`src/rtl/seg_pkg.sv`:
```
// Shared constants, duty type and arithmetic helpers for the segway motor drive.
// Used by seg_mtr_drv (optional SEG_MTR_SHADOW_EN build) and pwm11.
package seg_pkg;

  typedef logic [10:0] duty_t;

  localparam logic [11:0]        STEER_MIN = 12'h200;
  localparam logic [11:0]        STEER_MAX = 12'hE00;
  localparam logic [11:0]        STEER_CTR = 12'h7FF;
  localparam duty_t              DUTY_MID  = 11'h400;
  localparam logic signed [12:0] SPD_MAX   = 13'sd1023;
  localparam logic signed [12:0] SPD_MIN   = -13'sd1024;

  // Soft-start scaling: signed effort times unsigned 8-bit factor, divided by 256.
  function automatic logic signed [11:0] scale_pid(input logic signed [11:0] pid,
                                                  input logic [7:0]         ss);
    logic signed [20:0] prod;
    prod = $signed({{9{pid[11]}}, pid}) * $signed({13'd0, ss});
    return prod[19:8];
  endfunction

  function automatic logic signed [12:0] calc_steer(input logic [11:0] pot);
    logic [11:0]        clip;
    logic signed [12:0] x;
    logic signed [14:0] x3;
    logic signed [14:0] sh;
    if (pot < STEER_MIN) begin
      clip = STEER_MIN;
    end else if (pot > STEER_MAX) begin
      clip = STEER_MAX;
    end else begin
      clip = pot;
    end
    x  = $signed({1'b0, clip}) - $signed({1'b0, STEER_CTR});
    x3 = $signed({{2{x[12]}}, x}) + $signed({x[12], x, 1'b0});
    sh = x3 >>> 4;
    return sh[12:0];
  endfunction

  // Saturate to 11-bit signed speed and offset so 0x400 is standstill.
  function automatic duty_t spd_to_duty(input logic signed [12:0] spd);
    logic signed [12:0] sat;
    if (spd > SPD_MAX) begin
      sat = SPD_MAX;
    end else if (spd < SPD_MIN) begin
      sat = SPD_MIN;
    end else begin
      sat = spd;
    end
    return sat[10:0] + DUTY_MID;
  endfunction

endpackage

```
`src/rtl/seg_mtr_drv_pwm11.sv`:
```
// One H-bridge: 11-bit compare against the shared counter with dead-time interlock.
// Same behaviour in both SEG_MTR_SHADOW_EN builds.
module pwm11
  import seg_pkg::*;
#(
  parameter int NONOVERLAP = 32
) (
  input  logic              clk,
  input  logic              rst_n,
  input  duty_t             duty,
  input  logic [10:0]       cnt,
  input  logic              pwr_up,
  output logic              PWM1,
  output logic              PWM2
);

  localparam logic [11:0] NOV = 12'(NONOVERLAP);

  logic        req1_s;
  logic        req2_s;
  logic        grant1_s;
  logic        grant2_s;
  logic [11:0] lo1_r;
  logic [11:0] lo2_r;

  // Leg requests from the counter compare; a leg may only rise once the other
  // leg has been low for NONOVERLAP cycles, which also covers mid-period duty changes.
  always_comb begin
    req1_s   = ({1'b0, cnt} >= NOV) && (cnt < duty);
    req2_s   = {1'b0, cnt} >= ({1'b0, duty} + NOV);
    grant1_s = pwr_up && req1_s && (lo2_r >= NOV);
    grant2_s = pwr_up && req2_s && (lo1_r >= NOV);
  end

  // Registered leg outputs and saturating low-time counters.
  always_ff @(posedge clk or negedge rst_n) begin
    if (!rst_n) begin
      PWM1  <= 1'b0;
      PWM2  <= 1'b0;
      lo1_r <= 12'd0;
      lo2_r <= 12'd0;
    end else begin
      PWM1  <= grant1_s;
      PWM2  <= grant2_s;
      lo1_r <= grant1_s ? 12'd0 : ((lo1_r >= NOV) ? lo1_r : lo1_r + 12'd1);
      lo2_r <= grant2_s ? 12'd0 : ((lo2_r >= NOV) ? lo2_r : lo2_r + 12'd1);
    end
  end

endmodule

```
`src/rtl/seg_mtr_drv.sv`:
```
// Segway motor drive: soft-start scaling, steering mix and dead-time PWM for both bridges.
// Define SEG_MTR_SHADOW_EN to update the active duty only at period boundaries.
module seg_mtr_drv
  import seg_pkg::*;
#(
  parameter int NONOVERLAP = 32
) (
  input  logic        clk,
  input  logic        rst_n,
  input  logic        vld,
  input  logic        pwr_up,
  input  logic        en_steer,
  input  logic [11:0] PID_cntrl,
  input  logic [7:0]  ss_tmr,
  input  logic [11:0] steer_pot,
  output logic        lft_PWM1,
  output logic        lft_PWM2,
  output logic        rght_PWM1,
  output logic        rght_PWM2
);

  logic signed [11:0] pid_ss_r;
  logic signed [12:0] steer_r;
  logic               ld_r;
  logic [10:0]        cnt_r;
  logic signed [12:0] lft_spd_s;
  logic signed [12:0] rght_spd_s;
  duty_t              lft_duty_s;
  duty_t              rght_duty_s;
  duty_t              lft_duty_r;
  duty_t              rght_duty_r;

  // Stage 1: capture scaled effort and steering offset on the vld strobe.
  always_ff @(posedge clk or negedge rst_n) begin
    if (!rst_n) begin
      pid_ss_r <= 12'sd0;
      steer_r  <= 13'sd0;
      ld_r     <= 1'b0;
    end else begin
      ld_r <= vld;
      if (vld) begin
        pid_ss_r <= scale_pid($signed(PID_cntrl), ss_tmr);
        steer_r  <= en_steer ? calc_steer(steer_pot) : 13'sd0;
      end
    end
  end

  // Per-motor mix and conversion to duty.
  always_comb begin
    lft_spd_s   = $signed({pid_ss_r[11], pid_ss_r}) + steer_r;
    rght_spd_s  = $signed({pid_ss_r[11], pid_ss_r}) - steer_r;
    lft_duty_s  = spd_to_duty(lft_spd_s);
    rght_duty_s = spd_to_duty(rght_spd_s);
  end

`ifdef SEG_MTR_SHADOW_EN
  duty_t lft_shadow_r;
  duty_t rght_shadow_r;

  // Shadow loads after stage 1; the active duty only changes on the 2047->0 wrap.
  always_ff @(posedge clk or negedge rst_n) begin
    if (!rst_n) begin
      lft_shadow_r  <= DUTY_MID;
      rght_shadow_r <= DUTY_MID;
      lft_duty_r    <= DUTY_MID;
      rght_duty_r   <= DUTY_MID;
    end else begin
      if (ld_r) begin
        lft_shadow_r  <= lft_duty_s;
        rght_shadow_r <= rght_duty_s;
      end
      if (cnt_r == 11'h7FF) begin
        lft_duty_r  <= lft_shadow_r;
        rght_duty_r <= rght_shadow_r;
      end
    end
  end
`else
  // Active duty follows stage 1 immediately, even mid-period.
  always_ff @(posedge clk or negedge rst_n) begin
    if (!rst_n) begin
      lft_duty_r  <= DUTY_MID;
      rght_duty_r <= DUTY_MID;
    end else if (ld_r) begin
      lft_duty_r  <= lft_duty_s;
      rght_duty_r <= rght_duty_s;
    end
  end
`endif

  // Free-running period counter shared by both bridges.
  always_ff @(posedge clk or negedge rst_n) begin
    if (!rst_n) begin
      cnt_r <= 11'd0;
    end else begin
      cnt_r <= cnt_r + 11'd1;
    end
  end

  pwm11 #(.NONOVERLAP(NONOVERLAP)) u_lft (
    .clk    (clk),
    .rst_n  (rst_n),
    .duty   (lft_duty_r),
    .cnt    (cnt_r),
    .pwr_up (pwr_up),
    .PWM1   (lft_PWM1),
    .PWM2   (lft_PWM2)
  );

  pwm11 #(.NONOVERLAP(NONOVERLAP)) u_rght (
    .clk    (clk),
    .rst_n  (rst_n),
    .duty   (rght_duty_r),
    .cnt    (cnt_r),
    .pwr_up (pwr_up),
    .PWM1   (rght_PWM1),
    .PWM2   (rght_PWM2)
  );

endmodule

```
`config.mk`:
```
export PLATFORM = sky130hd
export DESIGN_NAME = seg_mtr_drv
export DESIGN_NICKNAME = d
export VERILOG_FILES = /design/src/rtl/seg_pkg.sv /design/src/rtl/seg_mtr_drv_pwm11.sv /design/src/rtl/seg_mtr_drv.sv
export SDC_FILE = /design/constraint.sdc
export NUM_CORES = 1
export LEC_CHECK = 0
export BUFFER_PORTS_ARGS = -buffer_cell sky130_fd_sc_hd__buf_2
export CAP_MARGIN = 10
export CORE_ASPECT_RATIO = 0.5
export CORE_MARGIN = 3
export CORE_UTILIZATION = 59
export CTS_BUF_LIST = sky130_fd_sc_hd__clkbuf_2 sky130_fd_sc_hd__clkbuf_4 sky130_fd_sc_hd__clkbuf_8
export CTS_CLUSTER_DIAMETER = 80
export DETAILED_ROUTE_END_ITERATION = 16
export GPL_TIMING_DRIVEN = 1
export PLACE_DENSITY = 0.89
export SETUP_SLACK_MARGIN = 0.15
export SYNTH_ARGS = -nofsm -noshare
export SYNTH_HDL_FRONTEND = slang
export SYNTH_SLANG_ARGS = --single-unit
```
`constraint.sdc`:
```
create_clock -name clk -period 2.7 [get_ports clk]
set_clock_uncertainty 0.1 [all_clocks]
set_input_delay 0.27 -clock clk [delete_from_list [all_inputs] [get_ports clk]]
set_output_delay 0.27 -clock clk [all_outputs]
set_load 0.01 [all_outputs]
```
# Word-level counts from Yosys, hierarchy flattened
# Cells that the tools add are included.
classes:
  n_addsub: 13
  multipliers: 1
  magnitude_cmp: 15
  eq_ne: 4
  n_mux: 16
  reduce_logical: 10
op_table:
  columns: ["cell", "n"]
  rows:
  - ["$mux W12", 11]
  - ["$add A12 B1 Y12 const B", 4]
  - ["$ge A12 B6 Y1 const B", 4]
  - ["$mux W11", 4]
  - ["$gt A13 B11 Y1 const B", 2]
  - ["$lt A13 B11 Y1 const B", 2]
  - ["$add A11 B6 Y12 const B", 2]
  - ["$ge A11 B12 Y1", 2]
  - ["$add A11 B11 Y11 const B", 2]
  - ["$lt A11 B11 Y1", 2]
  - ["$mul A12 B9 Y20", 1]
  - ["$add A13 B14 Y15", 1]
  - ["$add A12 B13 Y13", 1]
  - ["$mux W13", 1]
  - ["$sub A12 B11 Y13 const B", 1]
  - ["$sub A12 B13 Y13", 1]
  - ["$gt A12 B12 Y1 const B", 1]
  - ["$lt A12 B10 Y1 const B", 1]
  - ["$add A11 B1 Y11 const B", 1]
  - ["$ge A11 B6 Y1 const B", 1]
  - ["$logic_and A1 B1 Y1", 10]
  - ["$ne A2 B1 Y1 const B", 2]
  - ["$ne A2 B2 Y1 const B", 2]
totals:
  regBits: 111
  in_bits: 37
  out_inout_bits: 4
  wordCells: 73

# Longest topological paths before layout
# Gate-level depths: netlist of run 1.
depth:
  depth_word: 7
  mapped_depth: 19
  mapped_depth_nobuf: 19

# Cells and area by module
# Synthesis of run 1 repeated with hierarchy kept, for this count alone.
hier_totals:
  hier_cells: 1108
  hier_area_um2: 10600.2
modules_own_cells:
  columns: ["mod", "n_inst", "cells_each", "area_each_um2", "seq_area_each_um2"]
  rows:
  - ["seg_mtr_drv", 1, 806, 7417.1, 1428.9]
  - ["pwm11", 2, 151, 1591.5, 650.6]

# Least setup slack after synthesis of run 1
# No wires, ideal clock.
synth_timing:
  path_type: "in2reg"
  from: "input ss_tmr[2]"
  to: "register pid_ss_r[8]"
  setup_ns: 0.125
  arrival_time_ns: 4.457
  required_time_ns: 2.475
  slack_ns: -1.981
  path_stages: 18
  cell_sequence: "clkbuf_1 > nand2_1 > fa_1 > inv_1 > fa_1 > ha_1 > inv_1 > fa_1 > inv_1 > ha_1 > and4_1 > a211oi_1 > o31ai_1 > a221oi_2 > o211ai_1 > a21oi_1 > xnor2_1 > mux2_2"
synth_between:
  elab_chain_len: 1
synth_lines:
  columns: ["element", "line_no", "text"]
  rows:
  - ["from (decl)", "seg_mtr_drv.sv:14", "input logic [7:0] ss_tmr,"]
  - ["$mul A12 B9 Y20", "seg_pkg.sv:18", "prod = $signed({{9{pid[11]}}, pid}) * $signed({13'd0, ss});"]
  - ["to (signal assigned)", "seg_mtr_drv.sv:42", "pid_ss_r <= scale_pid($signed(PID_cntrl), ss_tmr);"]
  - ["to (decl)", "seg_mtr_drv.sv:22", "logic signed [11:0] pid_ss_r;"]
# No other way between the ends.
# A chain may end at the register's enable or synchronous reset.

# Worst setup path in the final report of run 1
layout_timing:
  from: "input PID_cntrl[8]"
  to: "register pid_ss_r[8]"
layout_between:
  elab_chain_len: 1
layout_lines:
  columns: ["element", "line_no", "text"]
  rows:
  - ["from (decl)", "seg_mtr_drv.sv:13", "input logic [11:0] PID_cntrl,"]
  - ["$mul A12 B9 Y20", "seg_pkg.sv:18", null]
# No other way between the ends.

==> results of run 1 <==
logic make-up (layout without fill, tap and decap cells):
| kind of cell | Yosys count | after routing |
|---|---|---|
| fa+ha+maj | 195 | 195 |
| xor+xnor | 76 | 76 |
| buf+inv | 206 | 412 |
| flops | 109 | 109 |
| simple gates | 341 | 341 |
| mux | 20 | 20 |
| compound gates | 218 | 222 |
final cells by class:
class	instances	area (um^2)
Multi-Input combinational cell	854	8230
Fill cell	926	3550
Sequential cell	109	2730
Timing Repair Buffer	222	1840
Inverter	174	656
Tap cell	234	293
Clock buffer	9	124
Clock inverter	7	100
state kept, by name, indices dropped and copies added, names as in the netlist, 11 cells and up:
signal	flops
steer_r	11
cnt_r	11
u_rght.lo1_r	12
pid_ss_r	12
rght_duty_r	11
lft_duty_r	11
u_lft.lo1_r	12
u_lft.lo2_r	12
u_rght.lo2_r	12
power groups by stage:
stage	combinational [mW]	clock [mW]	sequential [mW]
floorplan	5.81	0	2.33
global placement	7.59	0	2.39
detailed placement	8.15	0	2.42
CTS	9.36	1.11	2.40
global route	11.6	1.17	2.48
finish	10.8	1.13	2.44
layout by cell type, fill, tap and decap left out, types with 8 or more instances in the layout:
cell type / instances
o211ai_1: 17
a21oi_1: 36
ha_1: 100
xnor2_1: 44
o21ai_0: 24
mux2_4: 8
nand3_1: 25
and2_1: 47
buf_4: 166
inv_2: 16
ha_4: 12
nand2b_1: 10
dfrtp_1: 105
nor3_1: 16
o21a_1: 8
o22ai_2: 8
clkbuf_8: 9
buf_6: 19
nor2b_1: 14
mux2i_1: 9
buf_2: 21
a31oi_1: 9
o21ai_2: 9
nand2_1: 71
nor2_1: 58
o21ai_1: 18
a21oi_2: 10
and3_4: 9
inv_1: 157
fa_2: 8
xor2_1: 22
fa_1: 69
buf_8: 8
and2_4: 9
nand2_2: 11
timing repair:
item | 4_1_cts | 5_1_grt
gates resized for setup | 134 | 95
buffers inserted | 17 | 17
endpoints found under the setup margin | 83 | 94
pin swaps | 67 | 75
endpoints found under the hold margin | 45 | 0
hold buffers | 2 | 0
gates cloned | 4 | 2
worst paths after layout:
path,to,from,cells past startpoint,slack (ns)
min in group asynchronous,u_rght.PWM2,rst_n,2,0.29
setup reg to reg,rght_duty_r[4],pid_ss_r[0],12,-0.49
max in group asynchronous,rght_duty_r[10],rst_n,3,1.42
setup / recovery,pid_ss_r[8],PID_cntrl[8],17,-1.34
hold / removal,steer_r[11],en_steer,3,0.12
hold reg to reg,u_lft.lo2_r[6],u_lft.lo2_r[6],1,0.41
routing by layer:
layer / share of wire (%) / wire (um)
met1: 38 / 12100
met2: 51 / 16200
met3: 6.3 / 2030
met4: 5.2 / 1680
met5: 0 / 0
stage by stage:
stage,total power [mW],cell area [um^2],cells,setup WS [ns]
floorplan,8.14,11100,1165,-1.53
finish,14.4,14000,1609,-1.34
CTS,12.9,13400,1590,-1.32
detailed placement,10.6,12400,1551,-1.90
global route,15.3,14000,1609,-1.49
global placement,9.98,12400,1551,-1.73
worst max-delay path: stages:
cell      delay (ns)
buf_4           0.12
buf_4           0.13
nand2_1         0.08
fa_1            0.56
inv_1           0.06
fa_1            0.48
fa_1            0.55
inv_1           0.06
fa_1            0.53
inv_1           0.07
ha_4            0.24
and2_1          0.17
o21ai_2         0.20
o211ai_1        0.16
a21oi_2         0.22
xnor2_2         0.09
mux2_4          0.25
==> metrics.cfg, run 1 <==
[outcome]
status = finished, violations left
violations = negative setup slack

[synth]
synthFlopType = dfrtp_1
synth_area_leader_cell = dfrtp_1
yosys-top-cells-count = inv_1, ha_1, dfrtp_1
async_flop_share_pct = 100
ys_seq_area_share_pct = 25.6
synthCells = 1165
synth_most_common_cell = inv_1
ys.warnings.count = 0
synth_top_family_by_area = adder cells
synth_simple_gate_area_share_pct = 16.9
synth_cell_type_count = 70
syn_area_mm2 = 0.0106
synth-xor-area-share_pct = 6.46
synth-compound-area-share_pct = 13.4
synth-adder-area-share_pct = 28.3
ys_seq_elements = 109
synth_area_leaders = dfrtp_1, fa_1, ha_1, inv_1, xnor2_1
synth_edf_count = 0
synth_top_area_share_pct = 25.1
syn_nets = 1397
avgSynthCellArea_um2 = 9.14
muxShareOfSynthArea_pct = 2.00

[pwr]
pwr-share-comb_pct = 75.2
p_seq_share_pct = 16.9
leakage_nw = 6.71
intPower_mw = 7.57
power.share.clock_pct = 7.8
p_switching_mw = 6.85
swShare_pct = 47.5
power_density_mw_per_mm2 = 1030
ir_drop_mv = 0.548

[clock_network]
tritoncts = built
worstSkewPairLatency_ns = 0.40
cts_sinks = 109
cts_inserted_buffers = 9
cts.clk_slew.worst_paths_ns = 0.12
clockBufferDepth = 2
htreeDepth = 3
cts_root_buf = clkbuf_8

[critical_path]
crit_path_max_fanout = 5
required_ns = 2.90
crit_path_start_kind = primary input
endpoint_kind = flip-flop
crit_type = primary input to flip-flop
worstPathArrival_ns = 4.24

[drt]
viasPerCell = 6.12
antenna_left = 0
drt-wirelength-per-cell_um = 19.9
drc = 0
via_count = 9850
first_pass_iters = 6
initialDrtViolationCount = 854
drt-total-wl_mm = 32.1

[finish]
layout.nets = 1602
area_delta_synth_final_pct = 31.2
diodes = 0
drive_above_1_share_pct = 32.2
finalCoreUtilization_pct = 79.7

[timing]
tightest_slew_ns = 0.689
finalSetupViolCount = 42
timing.final.ws_setup_ns = -1.34
fmax_ghz = 0.247
maxSlewViolCount = 0
final-hold-violation-count = 0
fin_crit_sh_pct = 150
timing.hold.ws_ns = 0.115
fin_tns_setup_ns = -26.21
period_needed_ns = 4.04
max_slew_margin_pct = 54.1
rsz0062_at_grt = yes

[grt]
top_usage_layer = met2
grt_pass1_wl_mm = 46.9
grtUsageMet3_pct = 4.61
use_met2_pct = 53.0
grt_start_max_net_pins = 66
antenna_found_initial = 0
grt_pass1_vias = 9972
grtUsageTotal_pct = 28.9
gr-usage-met1_pct = 34.4
grt_overflow = 0

[floorplanning]
die_area_mm2 = 0.0198
start_util_pct = 60.8
row_count = 34
die_w_um = 196
core_mm2 = 0.0175
dieHeight_um = 101
ioPinCount = 41

[placement]
place.gp.congestion = 0.910
port_buffers = 40
hpwl_mm = 20.0

[hold_path]
hold_path.class = primary input to flip-flop

[flow_run]
cap_violations = 0

Power figures use the tool's default switching activity.
==> run 2, diff against run 1 <==
- ABC_AREA: unset -> 1
==> metrics.cfg, run 2 <==
[floorplanning]
ioPinCount = 41  ; unchanged
dieHeight_um = 102  ; +0.77%
die_area_mm2 = 0.0201  ; +1.6%
start_util_pct = 61.3  ; +0.56 points
die_w_um = 198  ; +0.80%
row_count = 34  ; unchanged
core_mm2 = 0.0177  ; +0.73%

[synth]
synthCells = 1396  ; +20%
syn_nets = 1628  ; +17%
yosys-top-cells-count = inv_1, nand2_1, ha_1
muxShareOfSynthArea_pct = 0  ; -2.0 points
synth-adder-area-share_pct = 27.9  ; -0.46 points
synth-compound-area-share_pct = 9.29  ; -4.1 points
synth_area_leaders = dfrtp_1, fa_1, ha_1, inv_1, nand2_1
ys_seq_area_share_pct = 25.2  ; -0.42 points
async_flop_share_pct = 100  ; unchanged
ys_seq_elements = 109  ; unchanged
synth_cell_type_count = 54  ; -23%
avgSynthCellArea_um2 = 7.75  ; -15%
synth-xor-area-share_pct = 4.05  ; -2.4 points
synth_simple_gate_area_share_pct = 20.6  ; +3.7 points
synth_most_common_cell = inv_1
synth_top_area_share_pct = 24.7  ; -0.41 points
synth_area_leader_cell = dfrtp_1
syn_area_mm2 = 0.0108  ; +1.7%
synth_top_family_by_area = adder cells
synth_edf_count = 0  ; unchanged
synthFlopType = dfrtp_1
ys.warnings.count = 0  ; unchanged

[clock_network]
htreeDepth = 3  ; unchanged
cts_root_buf = clkbuf_8
clockBufferDepth = 2  ; unchanged
cts.clk_slew.worst_paths_ns = 0.13  ; about the same
worstSkewPairLatency_ns = 0.42  ; +0.02 ns
cts_inserted_buffers = 9  ; unchanged
tritoncts = built
cts_sinks = 109  ; unchanged

[critical_path]
crit_top_cell = fa_1
worstPathArrival_ns = 4.43  ; +0.19 ns
crit_path_start_kind = primary input
cp_num_buf_inv = 7  ; +2
max_stage_delay_ns = 0.56  ; about the same
required_ns = 2.87  ; -0.03 ns
crit_type = primary input to flip-flop
crit_path_max_fanout = 6  ; +1
cp_top_family = adder cells
cp_slowest_cell = fa_1
cp_cell_sequence = buf_12 > buf_4 > buf_6 > nand2_1 > inv_1 > fa_2 > fa_1 > inv_2 > fa_1 > inv_2 > fa_1 > ha_1 > nand2_1 > inv_1 > nand4_1 > o21ai_2 > nand3_2 > nand2_2 > nand2_2 > o311ai_4 > xor2_1 > o21ai_1
endpoint_kind = flip-flop

[placement]
hpwl_mm = 20.1  ; +0.75%
placed_cell_area_mm2 = 0.0123  ; -0.94%
port_buffers = 40  ; unchanged
place.gp.congestion = 0.931  ; +2.3%

[drt]
via_count = 11200  ; +14%
initialDrtViolationCount = 1181  ; +38%
dr.max_layer_used = met4
drt-total-wl_mm = 36.5  ; +14%
drc = 1  ; +1
drt-wirelength-per-cell_um = 19.9  ; -0.37%
viasPerCell = 6.13  ; about the same
first_pass_iters = 12  ; +6
dr_wl_met3_mm = 3.20  ; +58%
antenna_left = 0  ; unchanged
wl_met2_mm = 17.2  ; +6.0%
wl_met1_mm = 12.8  ; +5.2%

[timing]
tightest_slew_ns = 0.950  ; +0.261 ns
rsz0062_at_grt = yes
fmax_ghz = 0.235  ; -5.1%
timing.final.ws_setup_ns = -1.56  ; -0.218 ns
fin_tns_setup_ns = -20.50  ; +5.71 ns
fin_crit_sh_pct = 158  ; +8.1 points
final-hold-violation-count = 0  ; unchanged
period_needed_ns = 4.26  ; +0.218 ns
max_slew_margin_pct = 36.6  ; -17 points
maxSlewViolCount = 0  ; unchanged
finalSetupViolCount = 24  ; -43%

[finish]
diodes = 0  ; unchanged
final_cell_area_mm2 = 0.0142  ; +2.0%
area_delta_synth_final_pct = 31.6
drive_above_1_share_pct = 31.1  ; -1.1 points
mostFrequentLayoutCells = inv_1, nand2_1, buf_4
layout_commonest_cell = inv_1
layout.nets = 1829  ; +14%
fill_cells = 890  ; -3.9%

[outcome]
status = finished, violations left
violations = design-rule violations, negative setup slack

[grt]
grt_start_max_net_pins = 81  ; +23%
grt_pass1_vias = 10700  ; +7.8%
grtUsageTotal_pct = 30.0  ; +1.1 points
antenna_found_initial = 0  ; unchanged
grt_pass1_wl_mm = 49.1  ; +4.6%
grt_overflow = 0  ; unchanged

[flow_run]
cap_violations = 0  ; unchanged

[hold_path]
hold_path.class = primary input to flip-flop

[pwr]
ir_drop_mv = 0.618  ; +13%
leakage_nw = 7.88  ; +17%
power_density_mw_per_mm2 = 1050  ; +1.7%

## run 2: report_power, final
part	total (mW)	switching [mW]	internal (mW)
Combinational	11.4	6.42	4.93
Sequential	2.40	0.379	2.02
Clock	1.19	0.653	0.539
## run 2: worst reg2reg max path: stages (launching register included)
cell	delay, ns
dfrtp_1	0.40
buf_6	0.13
ha_4	0.14
inv_4	0.04
fa_2	0.36
a21oi_2	0.15
o21bai_1	0.11
nand2_1	0.12
nand3_2	0.09
nand3_2	0.09
nand2_2	0.07
xor2_2	0.17
nand2_1	0.08
nand2_2	0.20
nand3_1	0.20
a22oi_2	0.22
## run 2: logic make-up (layout without fill, tap and decap cells)
family,after synthesis,count (layout)
AND/OR/NAND/NOR,505,505
AO/OA/AOI/OAI,168,168
flip-flops,109,109
buffers and inverters,369,575
XOR/XNOR,50,50
adder cells (fa/ha/maj),195,195
## run 2: timing repair
item,4_1_cts,5_1_grt
pin swaps,75,72
setup endpoints to repair,47,78
hold buffers,1,0
buffers inserted,29,28
resized for setup,163,146
cloned,2,1
endpoints found under the hold margin,29,0
## run 2: area by class of cell
| cell class | instances | area [um^2] | share of cell area (%) |
|---|---|---|---|
| multi-input cells | 918 | 7840 | 55.0 |
| clock buffers | 9 | 124 | 0.869 |
| inverters | 335 | 1270 | 8.92 |
| repair inverters | 1 | 7.51 | 0.0527 |
| clock inverters | 7 | 109 | 0.764 |
| well taps | 234 | 293 | 2.06 |
| repair buffers | 223 | 1870 | 13.1 |
| flip-flops and latches | 109 | 2730 | 19.2 |
## run 2: worst paths after layout
kind                                start         endpoint  slack, ns  cells after the start
max in group asynchronous           rst_n  rght_duty_r[10]       1.48                      3
setup / recovery                ss_tmr[3]     pid_ss_r[11]      -1.56                     22
hold reg to reg            u_lft.lo1_r[8]   u_lft.lo1_r[8]       0.37                      2
setup reg to reg               steer_r[0]   rght_duty_r[5]      -0.06                     15
hold / removal                        vld             ld_r       0.15                      1
min in group asynchronous           rst_n     pid_ss_r[10]       0.24                      2
## run 2: stage by stage
step           utilization (%)  setup slack [ns]  total power [mW]  instances  hold slack (ns)
5_1_grt                   80.7             -1.66              15.7       1836            0.136
3_5_place_dp              69.8             -1.77              9.94       1759            0.121
3_3_place_gp              69.8             -1.57              9.46       1759            0.119
6_report                  80.7             -1.56              14.9       1836            0.146
4_1_cts                   76.2             -1.24              12.5       1807           0.0854
2_1_floorplan                -             -1.40              7.51       1396           -0.126
## run 2: routing by layer
metal,track usage (%),vias to the layer above
met1,34.1,5276
met2,55.5,872
met4,15.6,0
met5,0,-
li1,-,4730
met3,4.82,368
==> run 3, diff against run 2 <==
- CELL_PAD_IN_SITES_DETAIL_PLACEMENT: unset -> 0
- CELL_PAD_IN_SITES_GLOBAL_PLACEMENT: unset -> 1
- CORE_UTILIZATION: 59 -> 44
- PLACE_DENSITY: 0.89 -> 0.88
==> metrics.cfg, run 3 (same netlist as run 2, synthesis figures left out) <==
[outcome]
status = finished, violations left
violations = negative setup slack

[drt]
initialDrtViolationCount = 497  ; -58%
drt-wirelength-per-cell_um = 13.3  ; -33%
antenna_left = 0  ; unchanged
viasPerCell = 4.88  ; -20%
drt-total-wl_mm = 25.9  ; -29%
first_pass_iters = 5  ; -7
via_count = 9482  ; -16%
drc = 0  ; -1

[pwr]
leakage_nw = 7.97  ; +1.1%
ir_drop_mv = 0.544  ; -12%
pwr-share-comb_pct = 75.4  ; -0.5 points
power_mw = 13.4  ; -10%
p_seq_share_pct = 17.3  ; +1.2 points
intPower_mw = 7.10  ; -5.2%
power_density_mw_per_mm2 = 935  ; -11%
swShare_pct = 47.2  ; -2.7 points
p_switching_mw = 6.35  ; -15%
power.share.clock_pct = 7.3  ; -0.7 points

[placement]
port_buffers = 40  ; unchanged
pre_cts_slack_ns = -1.68  ; +0.0895 ns
place_inst = 1874  ; +6.5%
place.gp.congestion = 0.900  ; -3.3%
hpwl_mm = 19.7  ; -2.1%

[grt]
grt_pass1_vias = 9405  ; -13%
grt_overflow = 0  ; unchanged
grtUsageTotal_pct = 19.2  ; -11 points
grt_start_max_net_pins = 110  ; +36%
antenna_found_initial = 0  ; unchanged
grt_pass1_wl_mm = 43.0  ; -12%

[timing]
fin_crit_sh_pct = 144  ; -13 points
tightest_slew_ns = 0.813  ; -0.137 ns
timing.hold.ws_ns = 0.146  ; +0.000245 ns
max_slew_margin_pct = 45.7  ; +9.1 points
rsz0062_at_grt = yes
finalSetupViolCount = 20  ; -17%
timing.final.ws_setup_ns = -1.20  ; +0.358 ns
fmax_ghz = 0.256  ; +9.2%
fin_tns_setup_ns = -14.03  ; +6.47 ns
period_needed_ns = 3.90  ; -0.358 ns
final-hold-violation-count = 0  ; unchanged
maxSlewViolCount = 0  ; unchanged

[critical_path]
required_ns = 2.85  ; -0.02 ns
crit_path_start_kind = primary input
worstPathArrival_ns = 4.05  ; -0.38 ns
rr_worst_depth = 14  ; -1
crit_path_max_fanout = 5  ; -1
rrSetupSlack_ns = 0.07  ; +0.13 ns
cp_top_family = adder cells
crit_type = primary input to flip-flop
cp_slowest_cell = fa_1
timing.rr.end = lft_duty_r[7]
endpoint_kind = flip-flop
max_stage_delay_ns = 0.55  ; about the same
cp_cell_sequence = buf_8 > buf_6 > nand2_2 > inv_2 > fa_2 > buf_4 > fa_1 > fa_1 > inv_1 > fa_1 > inv_1 > ha_1 > inv_1 > nor3_2 > nand2_1 > o311ai_2 > xor2_1 > o21ai_1
r2r-start = steer_r[0]
cp_num_buf_inv = 7  ; unchanged

[clock_network]
tritoncts = built
htreeDepth = 3  ; unchanged
cts_sinks = 109  ; unchanged
cts_root_buf = clkbuf_8
cts_inserted_buffers = 9  ; unchanged
clockBufferDepth = 2  ; unchanged
cts.clk_slew.worst_paths_ns = 0.11  ; -0.02 ns
worstSkewPairLatency_ns = 0.37  ; -0.05 ns

[finish]
mostFrequentLayoutCells = inv_1, nand2_1, buf_4
layout.nets = 1844  ; +0.82%
diodes = 0  ; unchanged
drive_above_1_share_pct = 31.5  ; +0.39 points
layout_commonest_cell = inv_1
fin_cells = 1945  ; +5.9%
area_delta_synth_final_pct = 32.9

[hold_path]
holdPathEnd = ld_r
hp-start = vld
hold_path.class = primary input to flip-flop
holdPathStages = 1  ; unchanged

[floorplanning]
start_util_pct = 46.1  ; -15 points
die_w_um = 228  ; +15%
ioPinCount = 41  ; unchanged
core_mm2 = 0.0235  ; +33%
row_count = 39  ; +15%
dieHeight_um = 117  ; +15%
die_area_mm2 = 0.0266  ; +32%

[flow_run]
cap_violations = 0  ; unchanged

## run 3: cell count changes in the layout (fill, tap and decap cells not counted), moves of 9 or more
cell / change
a22oi_1: +10
a22oi_2: -10
ha_4: -9
inv_2: +9
## run 3: layer usage
layer / track usage, % / share of wire [%] / vias to the layer above
li1: - / - / 4768
met1: 24.9 / 45 / 4547
met2: 35.4 / 50 / 131
met3: 2.08 / 2.6 / 36
met4: 3.93 / 1.9 / 0
met5: 0 / 0 / -
## run 3: worst max-delay path by stage
stage / start / endpoint / slack [ns] / depth (start not counted)
after floorplan: ss_tmr[0] / pid_ss_r[9] / -1.40 / 20
after global placement: ss_tmr[5] / pid_ss_r[10] / -1.59 / 21
after detailed placement: ss_tmr[0] / pid_ss_r[11] / -1.68 / 20
after CTS: ss_tmr[1] / pid_ss_r[11] / -1.20 / 20
after global routing: PID_cntrl[7] / pid_ss_r[9] / -1.41 / 20
final: PID_cntrl[11] / pid_ss_r[11] / -1.20 / 18
## run 3: power by group through the flow
stage	logic [mW]	registers [mW]	clock network, mW
finish	10.1	2.32	0.985
global placement	7.64	2.32	0
detailed placement	7.87	2.33	0
global route	11.2	2.36	1.08
floorplan	5.26	2.26	0
CTS	8.91	2.31	1.02
## run 3: final cells by class
class                      count  area, um^2
multi-input combinational    918        7720
inverter                     335        1270
clock inverter                 7        75.1
sequential                   109        2740
fill                        1945        9080
clock buffer                   9         124
timing repair buffer         239        2060
tap                          328         410
## run 3: per-stage QoR
stage | cell area (um^2) | utilization (%)
4_1_cts | 13700 | 58.3
3_5_place_dp | 12600 | 53.6
6_report | 14400 | 61.3
2_1_floorplan | 11200 | -
5_1_grt | 14400 | 61.3
3_3_place_gp | 12600 | 53.6
## run 3: what timing repair did
| item | in CTS | in global routing |
|---|---|---|
| buffers inserted | 32 | 21 |
| pin swaps | 75 | 99 |
| gates resized for setup | 179 | 148 |
| gates cloned | 1 | 0 |
| endpoints found under the hold margin | 107 | 0 |
| hold buffers | 1 | 0 |
| setup endpoints to repair | 41 | 77 |
